===== config.mk =====
export PLATFORM = sky130hd
export DESIGN_NAME = imem_boot_loader
export DESIGN_NICKNAME = d
export VERILOG_FILES = /design/src/rtl/mips_boot_pkg.sv /design/src/rtl/imem_word_assembler.sv /design/src/rtl/imem_boot_loader.sv
export SDC_FILE = /design/constraint.sdc
export NUM_CORES = 1
export LEC_CHECK = 0
export CAP_MARGIN = 20
export CELL_PAD_IN_SITES_DETAIL_PLACEMENT = 1
export CELL_PAD_IN_SITES_GLOBAL_PLACEMENT = 1
export CORE_UTILIZATION = 40
export DETAILED_ROUTE_END_ITERATION = 10
export PLACE_DENSITY = 0.89
export SETUP_SLACK_MARGIN = 0.5
export SYNTH_ARGS = -nofsm -noshare
export SYNTH_HDL_FRONTEND = slang
export SYNTH_SLANG_ARGS = --single-unit

===== constraint.sdc =====
create_clock -name clk -period 6.65 [get_ports clk]
set_clock_uncertainty 0.2 [all_clocks]
set_input_delay 1.6625 -clock clk [delete_from_list [all_inputs] [get_ports clk]]
set_output_delay 1.6625 -clock clk [all_outputs]
set_load 0.01 [all_outputs]

===== src/rtl/mips_boot_pkg.sv =====
// Shared types and frame constants for the MIPS instruction-memory boot loader.
package mips_boot_pkg;
    typedef enum logic [2:0] {
        S_LEN_HI,
        S_LEN_LO,
        S_DATA,
        S_CSUM,
        S_DONE,
        S_ERR
    } state_t;

    localparam int LEN_BYTES      = 2;
    localparam int BYTES_PER_WORD = 4;
    localparam int CSUM_W         = 8;
    localparam int LANE_W         = $clog2(BYTES_PER_WORD);
endpackage


===== src/rtl/imem_word_assembler.sv =====
// Shifts frame bytes MSB-first into a 32-bit word; pulses word_valid on the last lane.
module imem_word_assembler
    import mips_boot_pkg::*;
(
    input  logic        clk,
    input  logic        rst_n,
    input  logic        clear,
    input  logic        byte_valid,
    input  logic [7:0]  byte_in,
    output logic        word_valid,
    output logic [31:0] word
);
    logic [LANE_W-1:0] lane_q, lane_d;
    logic [23:0]       shift_q, shift_d;

    always_comb begin
        lane_d  = lane_q;
        shift_d = shift_q;
        if (clear) begin
            lane_d  = '0;
            shift_d = '0;
        end else if (byte_valid) begin
            lane_d  = lane_q + 1'b1;
            shift_d = {shift_q[15:0], byte_in};
        end
    end

    always_ff @(posedge clk or negedge rst_n) begin
        if (!rst_n) begin
            lane_q  <= '0;
            shift_q <= '0;
        end else begin
            lane_q  <= lane_d;
            shift_q <= shift_d;
        end
    end

    // The fourth byte completes the word combinationally; the top registers it.
    assign word_valid = byte_valid & ~clear
                      & (lane_q == LANE_W'(BYTES_PER_WORD - 1));
    assign word       = {shift_q, byte_in};
endmodule


===== src/rtl/imem_boot_loader.sv =====
// Framed byte-stream loader: writes big-endian words into IMEM, checks XOR csum,
// and releases the MIPS core only after a clean load.
module imem_boot_loader
    import mips_boot_pkg::*;
#(
    parameter int          DEPTH_WORDS = 64,
    parameter logic [31:0] BASE_ADDR   = 32'h0000_0000
) (
    input  logic        clk,
    input  logic        reset,
    input  logic        load_start,
    input  logic        in_valid,
    input  logic [7:0]  in_data,
    output logic        in_ready,
    output logic        imem_we,
    output logic [31:0] imem_addr,
    output logic [31:0] imem_wdata,
    output logic        cpu_hold,
    output logic        load_done,
    output logic        load_err,
    output logic [15:0] words_loaded
);
    localparam logic [16:0] DEPTH_L = 17'(DEPTH_WORDS);

    state_t              state_q, state_d;
    logic [15:0]         len_q, len_d;
    logic [CSUM_W-1:0]   acc_q, acc_d;
    logic                we_q, we_d;
    logic [31:0]         addr_q, addr_d;
    logic [31:0]         wdata_q, wdata_d;
    logic [15:0]         wl_q, wl_d;

    logic        xfer;
    logic        asm_valid;
    logic [31:0] asm_word;
    logic [15:0] n_len;

    assign in_ready = ~load_start
                    & (state_q inside {S_LEN_HI, S_LEN_LO, S_DATA, S_CSUM});
    assign xfer     = in_valid & in_ready;
    assign n_len    = {len_q[15:8], in_data};

    imem_word_assembler u_asm (
        .clk        (clk),
        .rst_n      (reset),
        .clear      (load_start),
        .byte_valid (xfer & (state_q == S_DATA)),
        .byte_in    (in_data),
        .word_valid (asm_valid),
        .word       (asm_word)
    );

    always_comb begin
        state_d = state_q;
        len_d   = len_q;
        acc_d   = acc_q;
        we_d    = 1'b0;
        addr_d  = addr_q;
        wdata_d = wdata_q;
        wl_d    = wl_q;
        if (load_start) begin
            state_d = S_LEN_HI;
            len_d   = '0;
            acc_d   = '0;
            wl_d    = '0;
        end else begin
            if (xfer && state_q != S_CSUM) acc_d = acc_q ^ in_data;
            // words_loaded doubles as the index of the word being written.
            if (asm_valid) begin
                we_d    = 1'b1;
                wdata_d = asm_word;
                addr_d  = BASE_ADDR + {14'd0, wl_q, 2'b00};
                wl_d    = wl_q + 16'd1;
            end
            unique case (state_q)
                S_LEN_HI: if (xfer) begin
                    len_d   = {in_data, 8'h00};
                    state_d = S_LEN_LO;
                end
                S_LEN_LO: if (xfer) begin
                    len_d = n_len;
                    if ({1'b0, n_len} > DEPTH_L) state_d = S_ERR;
                    else if (n_len == 16'd0)     state_d = S_CSUM;
                    else                          state_d = S_DATA;
                end
                S_DATA: if (asm_valid && (wl_q + 16'd1 == len_q)) begin
                    state_d = S_CSUM;
                end
                S_CSUM: if (xfer) begin
                    state_d = (in_data == acc_q) ? S_DONE : S_ERR;
                end
                default: ;
            endcase
        end
    end

    always_ff @(posedge clk or negedge reset) begin
        if (!reset) begin
            state_q <= S_LEN_HI;
            len_q   <= '0;
            acc_q   <= '0;
            we_q    <= 1'b0;
            addr_q  <= BASE_ADDR;
            wdata_q <= '0;
            wl_q    <= '0;
        end else begin
            state_q <= state_d;
            len_q   <= len_d;
            acc_q   <= acc_d;
            we_q    <= we_d;
            addr_q  <= addr_d;
            wdata_q <= wdata_d;
            wl_q    <= wl_d;
        end
    end

    assign imem_we      = we_q;
    assign imem_addr    = addr_q;
    assign imem_wdata   = wdata_q;
    assign words_loaded = wl_q;
    assign load_done    = (state_q == S_DONE);
    assign load_err     = (state_q == S_ERR);
    assign cpu_hold     = (state_q != S_DONE);
endmodule


* Word level (Yosys, flattened, before mapping)
Cells that the tools add are included.
Storage, ports and cells: bits in registers 118, input bits 12, output and inout port bits 85
Operators by class: add/subtract/negate cells 2, $lt $le $gt $ge 1, equality and inequality tests 15, muxes and demuxes 23, bitwise gates (word level) 7, reduce and logical (&&, ||, !) cells 16
Operators with widths (count):
- 2-to-1 mux 16 bit | 4
- 2-to-1 mux 24 bit | 2
- one-hot mux 16 bit (2 select lines) | 1
- 2-to-1 mux 8 bit | 3
- 2-to-1 mux 3 bit | 6
- adder 16 x 1 -> 16 bit, second input constant | 1
- equality test 16 bit | 1
- greater-than comparator 16 x 7 -> 1 bit, second input constant | 1
- logical NOT 16 bit | 1
- inequality test 3 bit, second input constant | 4
- one-hot mux 3 bit (4 select lines) | 1
- nonzero test 2 bit | 5
- equality test 8 bit | 1
- XOR 8 bit | 1
- equality test 3 x 2 -> 1 bit, second input constant | 2
- equality test 3 bit, second input constant | 2
- inequality test 3 x 2 -> 1 bit, second input constant | 2
- AND reduction 3 bit | 2
- AND 1 bit | 5
- AND reduction 5 bit | 1
- nonzero test 5 bit | 1
- 2-to-1 mux 1 bit | 4
- 2-to-1 mux 2 bit | 2
- nonzero test 4 bit | 1
- other kinds (9) | 10

* Logic depth before layout (Yosys ltp)
depth after elaboration 11, depth in mapped cells 10, depth with buffers taken out 8

* Modules after synthesis
A second synthesis with hierarchy kept.
Unflattened totals: cell total of the unflattened synthesis 500, area, all modules 5665.4 sq um
By module, submodules not included:
- imem_boot_loader | instances 1, cells an instance 405, area each 4509.3 sq um
- imem_word_assembler | instances 1, cells an instance 95, area each 1156.1 sq um

* Least setup slack after synthesis
No wires, ideal clock.
path kind in2out, start in load_start, end out in_ready, arrival time 2151 ps, path slack 2636 ps, stages 3, buffers on the path 2, path through buf_6 > clkbuf_1 > nor2_1
On the way: cells in the longest elaborated chain, start to end 2
Ends and longest elaborated chain:
- start, declared | RTL line imem_boot_loader.sv:11 | input logic load_start,
- inverter 1 bit (no source line)
- AND 1 bit | RTL line imem_boot_loader.sv:39 | & (state_q inside {S_LEN_HI, S_LEN_LO, S_DATA, S_CSUM});
- end, declared | RTL line imem_boot_loader.sv:14 | output logic in_ready,
Every way passes these cells.

* Final worst setup path
Same ends and word-level chain as after synthesis.

==> summary.md <==
| Metric | Value |
|---|---|
| Synth-to-Final Area Change | 24.3% |
| Clock power share | between 50% and 60% |
| Number of distinct library cells after synthesis | a little under 50 |
| Postcts setup bufs | 0 |
| Syn Area/Cell | approximately 9 um^2 |
| Reg2Reg Depth | 7 |
| Non-Filler Instances | a little under 900 |
| Post-layout min period | 4.79 ns |
| Switching portion of total power | 23.5% |
| Via/cell ratio | ~5.4 |
| Number of diodes | 0 |
| Max Cap Viol | 0 |
| Root Buffer | clkbuf_16 |
| Vias in the first global route | 5000 |
| Routed Antenna Nets | 0 |
| Initial antenna violation count | 0 |
| Number of synthesized register bits | about 120 |
| Core Footprint | 13800 um^2 |
| IO Pins | slightly below 100 |
| # nets final | a little over 700 |
| Remaining DRCs | 0 |
| Share of layout cells above drive strength 1 | 6.48% |
| Post-DP HPWL | 10.3 mm |
| Worst path max stage delay | 0.56 ns |
| Most frequent cells in the layout | 216 x nand2_1, 118 x dfrtp_1, 79 x clkdlybuf4s50_1 |
| Crit-path most repeated cell | clkdlybuf4s50_1 |
| Initial Util | about 41% |
| Largest net degree at the start of global routing | between 80 and 90 |
| Global-route wire length before repair | roughly 27 mm |
| Crit path launch type | input port |
| Status | complete, no violations |
| RD Place Congestion | around 0.83 |
| EDFF count, synth | 0 |
| Cell Area, Placed | about 6400 um^2 |
| Final hold vios | 0 |
| CTS tree | built |
| Setup WS pre-CTS | roughly 1.9 ns |
| Clk_lat worst skew | 0.42 ns |
| Critical Path End Type | output port |
| Seq/Total Area, Yosys | between 50 and 60% |
| Sequential share of power | a little over two fifths |
| Hold Path Class | reg -> reg |
| Die ar. | between 10000 and 15000 um^2 |
| Fin. max-slew vios | 0 |
| Pint | 1.30 mW |
| # rows | 43 |
| Final setup violation count | 0 |
| Unrepaired setup endpoints after global routing | false |
| Post-synth ARST share | 100% |
| CP required | approximately 4.8 ns |
| Post-Synthesis Cells | around 640 |
| Post-CTS sizing | 0 |
| Synth Flop Type | dfrtp_1 |
| Congestion Overflow GR | 0 |
| Detailed Routing Iterations Pass 1 | 4 |
| Iter 0 DRT Violations | between 300 and 400 |
| Die Y | around 120 um |
| DR vias | between 4000 and 5000 |
| Setup tns final | 0 ns |
| Flop-to-flop setup slack | around 3.5 ns |
| Highest Clock Rate | between 200 and 250 MHz |
| Slowest cell on crit path | clkdlybuf4s50_1 |
| Placed cells | roughly 860 |
| Arr. time, crit path | roughly 3 ns |
| Max Root-Sink Buffers | 2 |
| Final cycle utilization of the critical path | a little under three quarters |
| Clk pin slew, worst setup/hold paths | 0.05 ns |
| Design area | roughly 7000 um^2 |
| Peak supply drop | 154 uV |
| Lkg Pwr | 3.34 nW |
| Die W | between 100 and 150 um |
| Commonest non-fill, non-tap cell in the layout | nand2_1 |
| Cts hold-fix bufs | 0 |
| Pwr/cell area | between 200 and 250 nW/um^2 |
| CP cell instances | clkdlybuf4s50_1 > nor2_1 > clkdlybuf4s50_1 |
| Reg2reg end | state_q[0] |
| TritonCTS Buffers | 17 |
| Routed WL per cell | around 19 um |
| Logic pwr share | about 5.6% |
| Crit path kind | in -> out |
| Final setup margin | around 1.9 ns |
| Area of the mapped netlist | 5650 um^2 |
| Detailed-route wire length | approximately 17 mm |
| H-tree levels | 4 |
| PortBufs | 80 |
| CTS sink count | 118 |
| Sw Pwr | ~0.40 mW |
| Ys Warns | 0 |
| Crit path capture | in_ready |
| Final Util | a little over 50% |
| Max_slew headroom | between 30% and 40% |
| CP startpoint | load_start |
| Reg2reg start | state_q[2] |
| Critical Path Fanout Max | 5 |
| Worst slew pin tran | ~0.96 ns |
| Total track usage | a little under a quarter |
==> power by group through the flow <==
stage          Sequential (mW)  Clock, mW  Combinational, mW
2_1_floorplan            0.749          0             0.0625
3_3_place_gp             0.753          0             0.0858
3_5_place_dp             0.754          0             0.0912
4_1_cts                  0.743      0.879             0.0935
5_1_grt                  0.744      0.905              0.104
6_report                 0.743      0.863             0.0951
==> worst min path at each step <==
stage,slack [ns],endpoint,start,cells after the start
floorplan,0.24,imem_wdata[24],u_asm.shift_q[16],2
global placement,0.26,imem_addr[16],imem_addr[16],2
detailed placement,0.26,imem_addr[9],imem_addr[9],2
CTS,0.28,imem_addr[9],imem_addr[9],2
global route,0.29,imem_addr[9],imem_addr[9],2
finish,0.27,imem_wdata[25],imem_wdata[25],2
==> critical path, delay by kind of cell <==
kind / cells / cell delay, ns
AND/OR/NAND/NOR: 1 / 0.19
buffers and inverters: 2 / 1.07
==> sequential cells by signal, summed over array words and instances, names as in the netlist <==
| signal | flops |
|---|---|
| imem_we | 1 |
| imem_addr | 16 |
| words_loaded | 16 |
| imem_wdata | 32 |
| state_q | 3 |
| len_q | 16 |
| acc_q | 8 |
| u_asm.lane_q | 2 |
| u_asm.shift_q | 24 |
==> cell type report <==
type                    instances  area (um^2)
fillers                      1592         6800
flip-flops and latches        118         2950
multi-input cells             468         2410
repair buffers                 85          856
clock buffers                  23          478
well taps                     180          225
clock inverters                 9         76.3
inverters                       7         26.3
==> Yosys cell counts, types with 2 or more instances <==
cell | n | area, um^2
nand4_1 | 6 | 37.5
a21oi_1 | 23 | 115
nor3_1 | 5 | 25.0
or3_1 | 2 | 12.5
a22o_1 | 16 | 140
nor4_1 | 7 | 43.8
o31ai_1 | 8 | 60.1
buf_1 | 3 | 11.3
nand2b_1 | 5 | 31.3
mux2_2 | 2 | 22.5
clkbuf_1 | 30 | 113
or2_2 | 2 | 12.5
buf_6 | 2 | 22.5
inv_1 | 7 | 26.3
nor2_1 | 31 | 116
and3_1 | 4 | 25.0
ha_1 | 2 | 25.0
o41ai_1 | 2 | 17.5
o21ai_0 | 38 | 190
dfrtp_1 | 118 | 2950
nand3b_1 | 21 | 158
buf_2 | 7 | 35.0
xor2_1 | 8 | 70.1
nand2_1 | 216 | 811
xnor2_1 | 19 | 166
and2_1 | 2 | 12.5
nand3_1 | 11 | 55.1
mux2i_1 | 3 | 30.0
buf_4 | 18 | 135
==> stage by stage <==
step	hold WS (ns)	power, mW
4_1_cts	0.277	1.71
3_5_place_dp	0.264	0.845
5_1_grt	0.294	1.75
2_1_floorplan	0.239	0.812
3_3_place_gp	0.257	0.839
6_report	0.270	1.70
==> kinds of logic after synthesis <==
| family | count (synthesis) | synth area share (%) |
|---|---|---|
| compound gates | 94 | 10.3 |
| xor+xnor | 27 | 4.18 |
| fa+ha+maj | 3 | 0.620 |
| buf+inv | 67 | 6.06 |
| flops | 118 | 52.2 |
| mux | 5 | 0.930 |
| other cells | 1 | 0.0663 |
| simple gates | 323 | 25.6 |
==> metal layers <==
| layer | part of all wire, % | wire length (um) | vias up | track usage, % |
|---|---|---|---|---|
| met5 | 0 | 0 | - | 0 |
| met2 | 51 | 8370 | 147 | 38.9 |
| li1 | - | - | 2200 | - |
| met3 | 4.8 | 787 | 38 | 5.59 |
| met4 | 3.0 | 493 | 0 | 12.1 |
| met1 | 42 | 6910 | 2419 | 29.7 |
Note: power is estimated with default switching activity, not from simulation.
